**config.mk**
```make
export PLATFORM = sky130hd
export DESIGN_NAME = sd_init_sequencer
export DESIGN_NICKNAME = d
export VERILOG_FILES = /design/src/rtl/sd_pkg.sv /design/src/rtl/sd_cmd_shifter.sv /design/src/rtl/sd_init_sequencer.sv
export SDC_FILE = /design/constraint.sdc
export NUM_CORES = 1
export LEC_CHECK = 0
export CORE_MARGIN = 5
export CORE_UTILIZATION = 49
export CTS_CLUSTER_DIAMETER = 120
export DETAILED_ROUTE_END_ITERATION = 10
export GPL_ROUTABILITY_DRIVEN = 0
export PLACE_DENSITY_LB_ADDON = 0.15
export SLEW_MARGIN = 10
export SYNTH_ARGS = -nofsm -noshare
export SYNTH_HDL_FRONTEND = slang
export SYNTH_SLANG_ARGS = --single-unit
```
**constraint.sdc**
```tcl
create_clock -name i_s_clk -period 4.5 [get_ports i_s_clk]
set_input_delay 1.125 -clock i_s_clk [delete_from_list [all_inputs] [get_ports i_s_clk]]
set_output_delay 1.125 -clock i_s_clk [all_outputs]
set_load 0.05 [all_outputs]
```
**src/rtl/sd_pkg.sv**
```systemverilog
// Shared SD-card SPI definitions: command words, expected responses, FSM
// state encoding and command selector used by the init sequencer.
package sd_pkg;

  localparam int unsigned CMD_W    = 48;
  localparam int unsigned R1_W     = 8;
  localparam int unsigned R7_W     = 32;
  localparam int unsigned RESP_W   = R1_W + R7_W;
  localparam int unsigned GAP_CLKS = 8;

  localparam logic [CMD_W-1:0] CMD0_WORD   = 48'h40_0000_0000_95;
  localparam logic [CMD_W-1:0] CMD8_WORD   = 48'h48_0000_01AA_87;
  localparam logic [CMD_W-1:0] CMD55_WORD  = 48'h77_0000_0000_65;
  localparam logic [CMD_W-1:0] ACMD41_WORD = 48'h69_4000_0000_77;

  localparam logic [R1_W-1:0] R1_IDLE  = 8'h01;
  localparam logic [R1_W-1:0] R1_READY = 8'h00;
  localparam logic [11:0]     R7_ECHO  = 12'h1AA;

  typedef enum logic [3:0] {
    sIdle,
    sDummy,
    sSendCmd,
    sWaitResp,
    sRecv,
    sCheck,
    sGap,
    sDone,
    sError
  } state_e;

  typedef enum logic [1:0] {
    CMD_0,
    CMD_8,
    CMD_55,
    CMD_A41
  } cmd_e;

  // Map a command selector onto its 48-bit frame.
  function automatic logic [CMD_W-1:0] cmd_word(input cmd_e c);
    logic [CMD_W-1:0] w;
    case (c)
      CMD_0:   w = CMD0_WORD;
      CMD_8:   w = CMD8_WORD;
      CMD_55:  w = CMD55_WORD;
      default: w = ACMD41_WORD;
    endcase
    return w;
  endfunction

endpackage

```
**src/rtl/sd_cmd_shifter.sv**
```systemverilog
// 48-bit command shifter: load a frame, then shift it out MSB first.
// Ports:
//   i_s_clk, i_reset : clock, async active-high reset
//   i_load, i_cmd    : load a new frame (first bit visible the next cycle)
//   o_bit            : current serial bit
//   o_busy           : bits remain to be sent
//   o_last           : current bit is the final one of the frame
module sd_cmd_shifter
  import sd_pkg::*;
(
  input  logic             i_s_clk,
  input  logic             i_reset,
  input  logic             i_load,
  input  logic [CMD_W-1:0] i_cmd,
  output logic             o_bit,
  output logic             o_busy,
  output logic             o_last
);

  localparam int unsigned CNT_W = $clog2(CMD_W + 1);

  logic [CMD_W-1:0] r_shift;
  logic [CNT_W-1:0] r_cnt;

  // Load or shift one bit per clock while bits remain.
  always_ff @(posedge i_s_clk or posedge i_reset) begin
    if (i_reset) begin
      r_shift <= '0;
      r_cnt   <= '0;
    end else if (i_load) begin
      r_shift <= i_cmd;
      r_cnt   <= CNT_W'(CMD_W);
    end else if (r_cnt != '0) begin
      r_shift <= {r_shift[CMD_W-2:0], 1'b0};
      r_cnt   <= r_cnt - CNT_W'(1);
    end
  end

  assign o_bit  = r_shift[CMD_W-1];
  assign o_busy = (r_cnt != '0);
  assign o_last = (r_cnt == CNT_W'(1));

endmodule

```
**src/rtl/sd_init_sequencer.sv**
```systemverilog
// SD card SPI-mode initialisation: dummy clocks, CMD0, CMD8, then
// CMD55/ACMD41 until the card leaves idle; afterwards the bus is handed to
// the SD writer.
// Ports:
//   i_s_clk, i_reset : SPI bit clock, async active-high reset
//   i_start          : one-cycle request to (re)start initialisation
//   MISO             : card serial data
//   o_mosi, o_cs_n   : serial data / chip select to the card
//   i_writer_mosi    : writer data, forwarded once the card is ready
//   o_writer_start   : one-cycle pulse when the card becomes ready
//   o_busy, o_ready, o_error : sequencer status
module sd_init_sequencer
  import sd_pkg::*;
#(
  parameter int unsigned DUMMY_CLKS   = 80,
  parameter int unsigned RESP_TIMEOUT = 64,
  parameter int unsigned RETRY_MAX    = 255
) (
  input  logic i_s_clk,
  input  logic i_reset,
  input  logic i_start,
  input  logic MISO,
  output logic o_mosi,
  output logic o_cs_n,
  input  logic i_writer_mosi,
  output logic o_writer_start,
  output logic o_busy,
  output logic o_ready,
  output logic o_error
);

  localparam int unsigned DUMMY_W = $clog2(DUMMY_CLKS + 1);
  localparam int unsigned TMO_W   = $clog2(RESP_TIMEOUT + 1);
  localparam int unsigned GAP_W   = $clog2(GAP_CLKS + 1);
  localparam int unsigned BIT_W   = $clog2(RESP_W + 1);

  state_e             r_state;
  cmd_e               r_cmd;
  logic [DUMMY_W-1:0] r_dummy_cnt;
  logic [TMO_W-1:0]   r_tmo_cnt;
  logic [GAP_W-1:0]   r_gap_cnt;
  logic [BIT_W-1:0]   r_bit_cnt;
  logic [RESP_W-1:0]  r_resp;
  logic [7:0]         r_retry;
  logic               r_writer_start;
  logic               r_busy;
  logic               r_ready;
  logic               r_error;

  logic               w_load;
  logic               w_shift_bit;
  logic               w_shift_busy;
  logic               w_shift_last;
  logic               w_dummy_last;
  logic               w_gap_last;
  logic [CMD_W-1:0]   w_cmd_word;
  logic [R1_W-1:0]    w_r1;
  logic               w_r7_ok;
  logic [BIT_W-1:0]   w_resp_last;
  logic               w_retry_out;
  logic               w_pass;
  logic               w_done;
  cmd_e               w_next_cmd;

  assign w_dummy_last = (r_dummy_cnt == DUMMY_W'(DUMMY_CLKS - 1));
  assign w_gap_last   = (r_gap_cnt == GAP_W'(GAP_CLKS - 1));
  // Frame is loaded on the edge that enters sSendCmd so bit 47 shows at once.
  assign w_load       = ((r_state == sDummy) && w_dummy_last) ||
                        ((r_state == sGap) && w_gap_last);
  assign w_cmd_word   = cmd_word(r_cmd);

  sd_cmd_shifter u_cmd_shifter (
    .i_s_clk (i_s_clk),
    .i_reset (i_reset),
    .i_load  (w_load),
    .i_cmd   (w_cmd_word),
    .o_bit   (w_shift_bit),
    .o_busy  (w_shift_busy),
    .o_last  (w_shift_last)
  );

  // CMD8 answers with R1 followed by R7; all others return R1 only.
  assign w_r1        = (r_cmd == CMD_8) ? r_resp[RESP_W-1 -: R1_W] : r_resp[R1_W-1:0];
  assign w_r7_ok     = (r_resp[11:0] == R7_ECHO);
  assign w_resp_last = (r_cmd == CMD_8) ? BIT_W'(RESP_W - 1) : BIT_W'(R1_W - 1);
  assign w_retry_out = (({1'b0, r_retry} + 9'd1) >= 9'(RETRY_MAX));

  // Response check and choice of the next command.
  always_comb begin
    w_pass     = 1'b0;
    w_done     = 1'b0;
    w_next_cmd = r_cmd;
    case (r_cmd)
      CMD_0: begin
        w_pass     = (w_r1 == R1_IDLE);
        w_next_cmd = CMD_8;
      end
      CMD_8: begin
        w_pass     = (w_r1 == R1_IDLE) && w_r7_ok;
        w_next_cmd = CMD_55;
      end
      CMD_55: begin
        w_pass     = (w_r1 == R1_IDLE) || (w_r1 == R1_READY);
        w_next_cmd = CMD_A41;
      end
      default: begin
        w_done     = (w_r1 == R1_READY);
        w_pass     = (w_r1 == R1_IDLE) && !w_retry_out;
        w_next_cmd = CMD_55;
      end
    endcase
  end

  // Sequencer FSM with registered status outputs.
  always_ff @(posedge i_s_clk or posedge i_reset) begin
    if (i_reset) begin
      r_state        <= sIdle;
      r_cmd          <= CMD_0;
      r_dummy_cnt    <= '0;
      r_tmo_cnt      <= '0;
      r_gap_cnt      <= '0;
      r_bit_cnt      <= '0;
      r_resp         <= '0;
      r_retry        <= '0;
      r_writer_start <= 1'b0;
      r_busy         <= 1'b0;
      r_ready        <= 1'b0;
      r_error        <= 1'b0;
    end else begin
      r_writer_start <= 1'b0;
      case (r_state)
        sIdle, sError: begin
          if (i_start) begin
            r_state     <= sDummy;
            r_cmd       <= CMD_0;
            r_dummy_cnt <= '0;
            r_retry     <= '0;
            r_busy      <= 1'b1;
            r_error     <= 1'b0;
          end
        end
        sDummy: begin
          if (w_dummy_last) r_state <= sSendCmd;
          else              r_dummy_cnt <= r_dummy_cnt + DUMMY_W'(1);
        end
        sSendCmd: begin
          if (w_shift_last) begin
            r_state   <= sWaitResp;
            r_tmo_cnt <= '0;
          end
        end
        sWaitResp: begin
          // The start bit is kept as R1 bit 7.
          if (!MISO) begin
            r_state   <= sRecv;
            r_resp    <= {r_resp[RESP_W-2:0], MISO};
            r_bit_cnt <= BIT_W'(1);
          end else if (r_tmo_cnt == TMO_W'(RESP_TIMEOUT - 1)) begin
            r_state <= sError;
            r_busy  <= 1'b0;
            r_error <= 1'b1;
          end else begin
            r_tmo_cnt <= r_tmo_cnt + TMO_W'(1);
          end
        end
        sRecv: begin
          r_resp    <= {r_resp[RESP_W-2:0], MISO};
          r_bit_cnt <= r_bit_cnt + BIT_W'(1);
          if (r_bit_cnt == w_resp_last) r_state <= sCheck;
        end
        sCheck: begin
          if (w_done) begin
            r_state        <= sDone;
            r_busy         <= 1'b0;
            r_ready        <= 1'b1;
            r_writer_start <= 1'b1;
          end else if (w_pass) begin
            r_state   <= sGap;
            r_gap_cnt <= '0;
            r_cmd     <= w_next_cmd;
            if (r_cmd == CMD_A41) r_retry <= r_retry + 8'd1;
          end else begin
            r_state <= sError;
            r_busy  <= 1'b0;
            r_error <= 1'b1;
          end
        end
        sGap: begin
          if (w_gap_last) r_state <= sSendCmd;
          else            r_gap_cnt <= r_gap_cnt + GAP_W'(1);
        end
        default: ;
      endcase
    end
  end

  // Line idles high; the writer owns the data line once initialised.
  assign o_mosi = (r_state == sDone) ? i_writer_mosi :
                  ((r_state == sSendCmd) && w_shift_busy) ? w_shift_bit : 1'b1;
  assign o_cs_n = !(r_state inside {sSendCmd, sWaitResp, sRecv, sCheck, sGap, sDone});

  assign o_writer_start = r_writer_start;
  assign o_busy         = r_busy;
  assign o_ready        = r_ready;
  assign o_error        = r_error;

endmodule

```
==> summary.md <==
| Metric | Value |
|---|---|
| Commonest cells after routing, fill and taps aside | dfrtp_1 (136), nand2_1 (132), mux2_2 (40), nor2_1 (39), a21oi_1 (39) |
| Clock root buffer master | clkbuf_16 |
| Vias/cell | 5.60 |
| H-tree levels | 4 |
| Critical path class | reg -> out |
| Most common cell after layout, fill and taps aside | dfrtp_1 |
| Die width | 124 um |
| DR vias | approximately 4600 |
| DP HPWL | ~7900 um |
| Skew-Pair Late Insertion Delay | 0.43 ns |
| Primary FF master, synth | dfrtp_1 |
| EDFF count, synth | 0 |
| Critical Path Max Stage Delay | 0.57 ns |
| RSZ-0062 raised after global routing | false |
| Startpoint class of the critical path | register |
| Critical path arrival | approximately 2.2 ns |
| Outcome | finished, final reports clean |
| Drt drc | 0 |
| Final Util | 57.4% |
| CP Capture Type | primary output |
| Wl on met1 | 5900 um |
| Worst Tran Pin Value | 0.643 ns |
| Area grow syn2layout | 14.0% |
| Diodes inserted | 0 |
| Met2 routed WL | 5930 um |
| Die footprint | 15400 um2 |
| Max Fclk | roughly 300 MHz |
| Cts repair resizes | 0 |
| FP Rows | 41 |
| Main area contributors after synthesis | dfrtp_1 (53%), nand2_1 (7.8%), mux2_2 (7.1%), a21oi_1 (3.1%), ha_1 (2.9%) |
| Avg Cell Area, Syn | 10.1 um2 |
| Clock skew | 0.0162 ns |
| Share of flip-flops with an asynchronous set or reset | 100% |
| Min Tclk post-route | between 3 and 4 ns |
| Slew HR | 56.8% |
| Synthesized flop and latch total | 136 |
| Final Setup Violations | 0 |
| Core Box Area | 12700 um2 |
| Wirelength, routed | 12400 um |
| Crit-path cells | nor4_1, and2_1, nor3_1, a21oi_1, buf_12 |
| Final std cells w/o fill | 823 |
| Placed Instances | 792 |
| Final-layout fill cell count | 1112 |
| GRT Overall Usage | 17.7% |
| Grt ovf | 0 |
| Hold-fix buffers, CTS | 0 |
| PwrDens | 378 nW/um2 |
| Worst hold slack | 0.469 ns |
| Total CTS buffers | 17 |
| P_leak | around 3.3 nW |
| Clk slew on worst S/H paths | ~0.060 ns |
| Initial antenna violation count | 0 |
| Pre-antenna DRT Iters | 4 |
| Max-cap violation count | 0 |
| WL/cell | 15.0 um |
| # clock sinks | around 140 |
| Nets | 659 |
| Buffers on Ports | 10 |
| Slowest-stage cell, CP | nor4_1 |
| Setup Total Neg Slack | 0 ns |
| Vias in the first global route | around 4500 |
| First-pass GRT wire length | approximately 21000 um |
| Pins Over Slew Limit | 0 |
| CTS tree | done |
| Synth cell types | 66 |
| Initial DRC count | 292 |
| Crit Path Max Fanout | 5 |
| Maximum VDD drop | 0.000288 V |
| Clock Path Buffers | 2 |
| Top cell type's share of synthesized area | 53.3% |
| I/O pin count | 11 |
| Post-Syn Area | approximately 6400 um2 |
| Post-CTS setup buffer count | 0 |
| Synth Net Count | 653 |
| Initial Util | a little over 50% |
| Worst Hold Class | reg -> reg |
| Yosys warns | 0 |
| Worst path required time | 3.38 ns |
| Die Ht | 124 um |
| Highest routed layer | met4 |
| Power Total | 2.75 mW |
| Met3 WL | 413 um |
| Fin crit share | between 70 and 80% |
| Gate Count Post-Synth | 633 |
| Fin. Hold Viols | 0 |
| Routed Antenna Nets | 0 |
| Synth area leader | dfrtp_1 |
| Post-synthesis sequential area ratio | 53.3% |
| Share of cells above drive strength 1 | 14.9% |
| Pin count of the biggest net entering global routing | 79 |
per-layer routing:
| layer | up-vias | global-route usage (%) |
|---|---|---|
| li1 | 2234 | - |
| met1 | 2295 | 23.8 |
| met2 | 69 | 27.7 |
| met3 | 13 | 4.72 |
| met4 | 0 | 6.78 |
| met5 | - | 0 |
cells in the mapped netlist, types with 3 or more instances:
library cell and number:
buf_2 6, o31ai_1 3, and2_1 5, nand2_1 132, nor4_1 4, mux2_2 40
a22o_1 3, nor4b_1 3, a31oi_1 18, a21o_1 4, nor2_1 39, a21oi_1 39
o2bb2ai_1 5, nand3_1 22, nand4_1 9, nand2b_1 6, o211ai_1 3, or2_2 3
ha_1 15, clkbuf_1 20, o21ai_0 30, or3_1 7, dfrtp_1 136, xor2_1 6
inv_1 8, nor3_1 9, xnor2_1 6, and3_1 7
cell families (layout without fill, tap and decap cells):
| group | count (synthesis) | count (layout) | share of synthesized area [%] |
|---|---|---|---|
| xor+xnor | 12 | 12 | 1.65 |
| mux | 42 | 42 | 7.37 |
| compound gates | 128 | 128 | 13.0 |
| simple gates | 261 | 261 | 19.1 |
| fa+ha+maj | 15 | 15 | 2.94 |
| flops | 136 | 136 | 53.3 |
| buf+inv | 39 | 57 | 2.61 |
area by class of cell:
class | count | area [um2] | area share [%]
tap | 172 | 215 | 2.96
timing repair buffer | 18 | 183 | 2.51
clock inverter | 8 | 143 | 1.96
multi-input combinational | 458 | 2810 | 38.6
sequential | 136 | 3400 | 46.8
clock buffer | 23 | 488 | 6.71
inverter | 8 | 33.8 | 0.464
sequential cells by signal, summed over array words and instances (netlist names):
| name | cells |
|---|---|
| o_busy | 1 |
| o_error | 1 |
| o_ready | 1 |
| o_writer_start | 1 |
| r_bit_cnt | 6 |
| r_cmd | 2 |
| r_dummy_cnt | 7 |
| r_gap_cnt | 4 |
| r_resp | 40 |
| r_retry | 8 |
| r_state | 4 |
| r_tmo_cnt | 7 |
| u_cmd_shifter.r_cnt | 6 |
| u_cmd_shifter.r_shift | 48 |
report_power, final:
group | total [mW] | switching, mW | internal, mW
Clock | 1.47 | 0.495 | 0.980
Sequential | 1.23 | 0.00330 | 1.23
Combinational | 0.0481 | 0.0358 | 0.0123
Total | 2.75 | 0.534 | 2.22
per-stage QoR:
step | setup WS (ns) | instance area (um2)
3_5_place_dp | 1.17 | 6650
2_1_floorplan | 1.05 | 6380
3_3_place_gp | 1.15 | 6650
4_1_cts | 1.10 | 7280
5_1_grt | 1.02 | 7280
6_report | 1.14 | 7280
path summary, 6_finish.rpt:
kind                                         from                         to  slack, ns  cells after the start
max in group asynchronous                 i_reset  u_cmd_shifter.r_shift[44]       2.53                      3
min in group asynchronous                 i_reset   u_cmd_shifter.r_shift[0]       1.13                      2
hold / removal                            o_ready                    o_ready       0.47                      1
setup / recovery           u_cmd_shifter.r_cnt[2]                     o_mosi       1.14                      5
setup reg to reg                         r_cmd[1]                 r_retry[0]       1.75                      9
hold reg to reg                           o_ready                    o_ready       0.47                      1
critical path, delay by kind of cell, from the launching register on:
family	cells	cell delay, ns
AND/OR/NAND/NOR	3	0.85
flip-flops	1	0.42
AO/OA/AOI/OAI	1	0.34
buffers and inverters	1	0.19
Power figures use the tool's default switching activity.
==> patch 1, RTL diff (same settings) <==
Put one more register stage on the output `o_error`, with the module's reset. The value now appears one clock later. The other outputs are not delayed to match.
--- a/src/rtl/sd_init_sequencer.sv
+++ b/src/rtl/sd_init_sequencer.sv
@@ -202,7 +202,13 @@
   assign o_writer_start = r_writer_start;
   assign o_busy         = r_busy;
   assign o_ready        = r_ready;
-  assign o_error        = r_error;
+  always_ff @(posedge i_s_clk or posedge i_reset) begin
+    if (i_reset) begin
+      o_error <= '0;
+    end else begin
+      o_error <= r_error;
+    end
+  end
 
 endmodule
 
Function: same outputs for any inputs over 10 cycles, from zero or initial values and one cycle with i_reset high; that may be too few to reach the edited logic, so the function may still have changed.
==> patch 1 against the original RTL <==
  * Design area is 0.28% higher
  * Wire length is 3.3% lower
  * Sequential share of layout area is 0.21 points higher
  * Clock skew is 0.0073 ns lower
  * Area after synthesis is 0.41% lower
  * Global-route usage is 0.45 points lower
  * Worst hold slack worse by 0.085 ns
  * Register-to-register slack worse by 0.34 ns
  * Sequential cell count is 1 higher
  * Count of clock-buffer cells in the layout is 2 higher
  * Worst setup slack worse by 0.064 ns
  * Critical endpoint is now r_state[0]
  * Largest cell class unchanged
Power is not compared: it rests on default switching activity, and its combinational part moved more than twofold at a synthesized area within 25%.
==> patch 1: results (changes against the original RTL) <==
The run finished with clean final reports. The post-detailed-placement half-perimeter wirelength is 7820 um (-1.2%). The met3 routing resource usage after global routing came out at 4.77% (+0.045 points). In the synthesized netlist the dominant register cell turns out to be dfrtp_1. The later-pin clock latency in the skew report is 0.42 ns.

The fraction of layout cells with a size suffix above 1 came out at 13.7% (-1.2 points). The highest cell delay on the worst timing path came to 0.66 ns (+0.09 ns). The post-cts sizing count was 0 (unchanged).

The worst-case clock buffer depth is 2 (unchanged). The area share of the largest cell type after synthesis came out at 53.9% (+0.61 points). The largest net degree at the start of global routing is 60 (-24%). The initial antenna violation count came out at 0 (unchanged). The final-stage net count is 655 (-0.61%).

The kind of cell adding the most delay to the critical path is simple AND/OR/NAND/NOR gates. The sequential fraction of the synthesis area came out at 53.9% (+0.61 points). The global-route wire length before repair came to 21,000 um (-2.2%). The fraction of synthesis flops using an asynchronous set or reset pin is 100% (unchanged). The number of DRC violations after detailed-routing iteration 0 is 394 (+35%). After synthesis, the cell types taking the most area are dfrtp_1, nand2_1, mux2_2. The number of cells produced by synthesis is 632 (-0.16%). The maximum clock skew at final layout is 0.00883 ns (-0.00733 ns). The number of buffers added for setup after CTS is 0 (unchanged).

The mean number of vias per cell is 5.55 (-0.96%). The maximum fanout along the worst path was 7 (+2). The worst slew margin relative to its limit is 32.1% (-25 points).

The number of non-filler instances in the completed layout was 820 (-0.36%). The arrival time reported for the critical path endpoint is 3.71 ns (+1.47 ns). The fill cell total of the finished layout is 1,115 (+0.27%). The final routed wire length divided by cell count came out at 14.6 um (-3.0%). After clock tree synthesis, the clock-pin slew on the worst setup and hold paths is 0.05 ns. The all-layer global routing usage came out at 17.3% (-0.45 points). The critical path's slowest cell is or4_1.

In this run the most used layer during global routing was met2. The number of global-route vias before repair came out at 4,434 (-0.89%). The instance count after placement with tap cells included is 789 (-0.38%). The met2 capacity usage during global routing came out at 27.0% (-0.67 points). The detailed-routing iteration count for the pre-antenna-repair pass is 5 (+1). The unique cell type count in the Yosys netlist is 55 (-17%). The CTS H-tree depth was 4 (unchanged). The synthesized net count was 651 (-0.31%). Ranked by instance count, the synthesized netlist is headed by dfrtp_1, nand2_1, mux2_2, a21oi_1. The leakage power is 3.27 nW. The met1 capacity usage during global routing came out at 22.8% (-0.97 points).
[patch 1: changes by cell type in the layout (fill, tap and decap cells not counted), moves of 5 or more]
cell and delta:
nand2_1 +5, or4_1 +6, o21ai_0 -6, o2bb2ai_1 -5, a21oi_1 -5, nor2_1 -8, nand3_1 +9
[patch 1: cells by family after synthesis]
kind of cell / Yosys count / synth area share [%]
muxes: 45 / 7.90
xor gates and xnor gates: 13 / 1.79
buffers and inverters: 45 / 2.85
DFF: 137 / 53.9
AOI/OAI and AO/OA: 115 / 11.4
adders and majority gates: 14 / 2.76
and+or+nand+nor: 263 / 19.3
[patch 1: power by group]
part	total (mW)	internal (mW)	leakage [nW]	switching, mW
logic	0.990	0.398	1.07	0.591
clock network	1.56	1.07	0.326	0.495
registers	1.60	1.41	1.87	0.190
[patch 1: layer usage]
metal | share of wire (%) | vias to the layer above | routed length (um)
li1 | - | 2233 | -
met1 | 48 | 2228 | 5700
met2 | 48 | 71 | 5700
met3 | 3.4 | 18 | 404
met4 | 1.4 | 0 | 169
met5 | 0 | - | 0
[patch 1: path summary, 6_finish.rpt]
kind                            cells past startpoint  startpoint  slack, ns                   endpoint
worst max register to register                      8    r_cmd[1]       1.41                 r_state[0]
min in group asynchronous                           2     i_reset       1.18  u_cmd_shifter.r_shift[13]
max in group asynchronous                           3     i_reset       2.50                 r_retry[4]
worst max-delay path                                7     i_start       1.07                 r_state[0]
worst min-delay path                                0     r_error       0.38                    o_error
worst min register to register                      0     r_error       0.38                    o_error
[patch 1: stage by stage]
step / utilization [%] / area (sq um) / setup slack, ns / power [mW]
final: 57.6 / 7300 / 1.07 / 4.15
after global routing: 57.6 / 7300 / 0.959 / 4.38
after CTS: 57.6 / 7300 / 1.14 / 4.19
after detailed placement: 52.3 / 6620 / 0.697 / 2.60
after global placement: 52.3 / 6620 / 0.757 / 2.57
after floorplan: - / 6360 / 1.39 / 2.36
[patch 1: final cells by class]
cell class | instances | share of cell area, %
inverters | 12 | 0.669
multi-input cells | 450 | 37.7
flip-flops and latches | 137 | 47.0
repair buffers | 18 | 2.50
clock inverters | 6 | 2.16
clock buffers | 25 | 7.06
well taps | 172 | 2.95
==> patch 2, RTL diff (same settings) <==
Made on the original files. The parameter `RESP_TIMEOUT` goes from 64 to 256.
--- a/src/rtl/sd_init_sequencer.sv
+++ b/src/rtl/sd_init_sequencer.sv
@@ -13,7 +13,7 @@
   import sd_pkg::*;
 #(
   parameter int unsigned DUMMY_CLKS   = 80,
-  parameter int unsigned RESP_TIMEOUT = 64,
+  parameter int unsigned RESP_TIMEOUT = 256,
   parameter int unsigned RETRY_MAX    = 255
 ) (
   input  logic i_s_clk,
Behaviour: same outputs for any inputs over 10 cycles, from zero or initial values and one cycle with i_reset high; that may be too few to reach the edited logic, so the function may still have changed.
==> patch 2 against the original RTL <==
  * Clock skew is 0.0093 ns lower
  * Wire length up 4.7%
  * Sequential cell count grew 2
  * Worst setup slack worse by 0.41 ns
  * Design area increased by 2.3%
  * Maximum frequency decreased by 11%
  * Area after synthesis rose by 4.0%
  * First-iteration DRC count up 29%
  * Highest routed layer unchanged
Power is not compared: it rests on default switching activity, and its combinational part moved more than twofold at a synthesized area within 25%.
==> patch 2: results (changes against the original RTL) <==
The average cell area after synthesis is 10.1 sq um (about the same). The detailed-routed wire length on met3 came out at 444 um (+7.5%). The maximum clock skew at final layout came to 0.00690 ns (-0.00927 ns).

By count the netlist is led by dfrtp_1, nand2_1, a21oi_1, nor2_1, mux2_2. The arrival time reported for the critical path endpoint is 2.65 ns (+0.41 ns). The sequential fraction of the synthesis area is 52.1% (-1.3 points). The post-detailed-placement cell area is 6850 sq um (+3.1%).

The clock-pin slew on the worst setup and hold paths is 0.06 ns (about the same). The largest net degree at the start of global routing came out at 64 (-19%). The unique cell type count in the Yosys netlist came out at 70 (+6.1%). The number of buffers added for setup after CTS came out at 0 (unchanged). The global-route wire length before repair is 22,900 um (+6.5%). The fraction of layout cells with a size suffix above 1 was 14.1% (-0.76 points). The leakage power came out at 3.32 nW. The met2 routed wirelength is 6270 um (+5.7%). The total number of yosys warnings is 0 (unchanged).

The CTS H-tree depth came out at 4 (unchanged). The maximum fanout along the worst path was 1 (-4). The mean number of vias per cell came out at 5.65 (+0.84%).

The total length of routed wires is 13,000 um (+4.7%). In the post-synthesis netlist, the biggest area contributors are dfrtp_1, nand2_1, mux2_2. The worst slew margin relative to its limit came out at 25.5% (-31 points).

At the later pin of the worst-skew pair, clock insertion delay measures 0.42 ns. The number of DRC violations after detailed-routing iteration 0 was 376 (+29%). The run finished with clean final reports. The number of global-route vias before repair was 4,761 (+6.4%).

The met1 layer wirelength in the final routing came out at 6090 um (+3.3%). The instance count after placement with tap cells included is 815 (+2.9%). The all-layer global routing usage is 17.4% (-0.36 points). The synthesized net count is 680 (+4.1%). The final design utilization is 56.2% (-1.2 points). The fill cell total of the finished layout came out at 1,183 (+6.4%).

The number of antenna repair diodes is 0 (unchanged). After detailed routing, no signal wire sits above met4. In the final layout, the registers with the most flip-flops are u_cmd_shifter.r_shift (48), r_resp (40), r_tmo_cnt (9). The worst hold path belongs to the class flip-flop to flip-flop.

The post-detailed-placement half-perimeter wirelength is 8360 um (+5.7%). The worst-case IR drop observed on VDD is 266 uV. The number of non-filler instances in the completed layout came out at 848 (+3.0%).
patch 2: metrics by stage:
| step | setup slack [ns] | hold WS [ns] |
|---|---|---|
| after floorplan | 1.45 | 0.447 |
| after global placement | 0.803 | 0.451 |
| after detailed placement | 0.737 | 0.463 |
| after CTS | 0.727 | 0.479 |
| after global routing | 0.639 | 0.496 |
| final | 0.729 | 0.479 |
patch 2: routing by layer:
metal / GRT usage, % / vias to the layer above
met1: 23.1 / 2378
met2: 27.5 / 71
met3: 5.17 / 18
met5: 0 / -
li1: - / 2324
met4: 5.74 / 0
patch 2: logic make-up after synthesis:
logic type | Yosys count | share of synthesized area, %
compound gates | 121 | 12.2
xor+xnor | 16 | 2.11
fa+ha+maj | 17 | 3.21
buf+inv | 52 | 3.56
flops | 138 | 52.1
mux | 42 | 7.09
simple gates | 272 | 19.8
patch 2: final cells by class:
cell class	instances	share of cell area (%)
Sequential cell	138	46.4
Multi-Input combinational cell	468	39.6
Clock buffer	21	6.05
Tap cell	176	2.96
Timing Repair Buffer	18	2.49
Clock inverter	11	1.63
Inverter	16	0.857
patch 2: critical path, cell delays in order:
cell	delay [ns]
clkdlybuf4s50_1	0.46
nor3_1	0.06
a21oi_1	0.18
clkdlybuf4s50_1	0.83
patch 2: power breakdown:
| part | total [mW] | switching (mW) | internal, mW | leakage, nW |
|---|---|---|---|---|
| clock | 1.35 | 0.518 | 0.828 | 0.277 |
| combinational | 1.26 | 0.762 | 0.501 | 1.17 |
| sequential | 1.77 | 0.295 | 1.48 | 1.87 |
patch 2: final timing paths:
kind	from	end	slack (ns)	cells past startpoint
setup reg to reg	r_state[0]	r_retry[1]	1.66	5
max in group asynchronous	i_reset	r_resp[22]	2.70	4
hold reg to reg	o_ready	o_ready	0.48	1
setup / recovery	i_writer_mosi	o_mosi	0.73	4
hold / removal	o_ready	o_ready	0.48	1
min in group asynchronous	i_reset	r_resp[24]	1.08	2
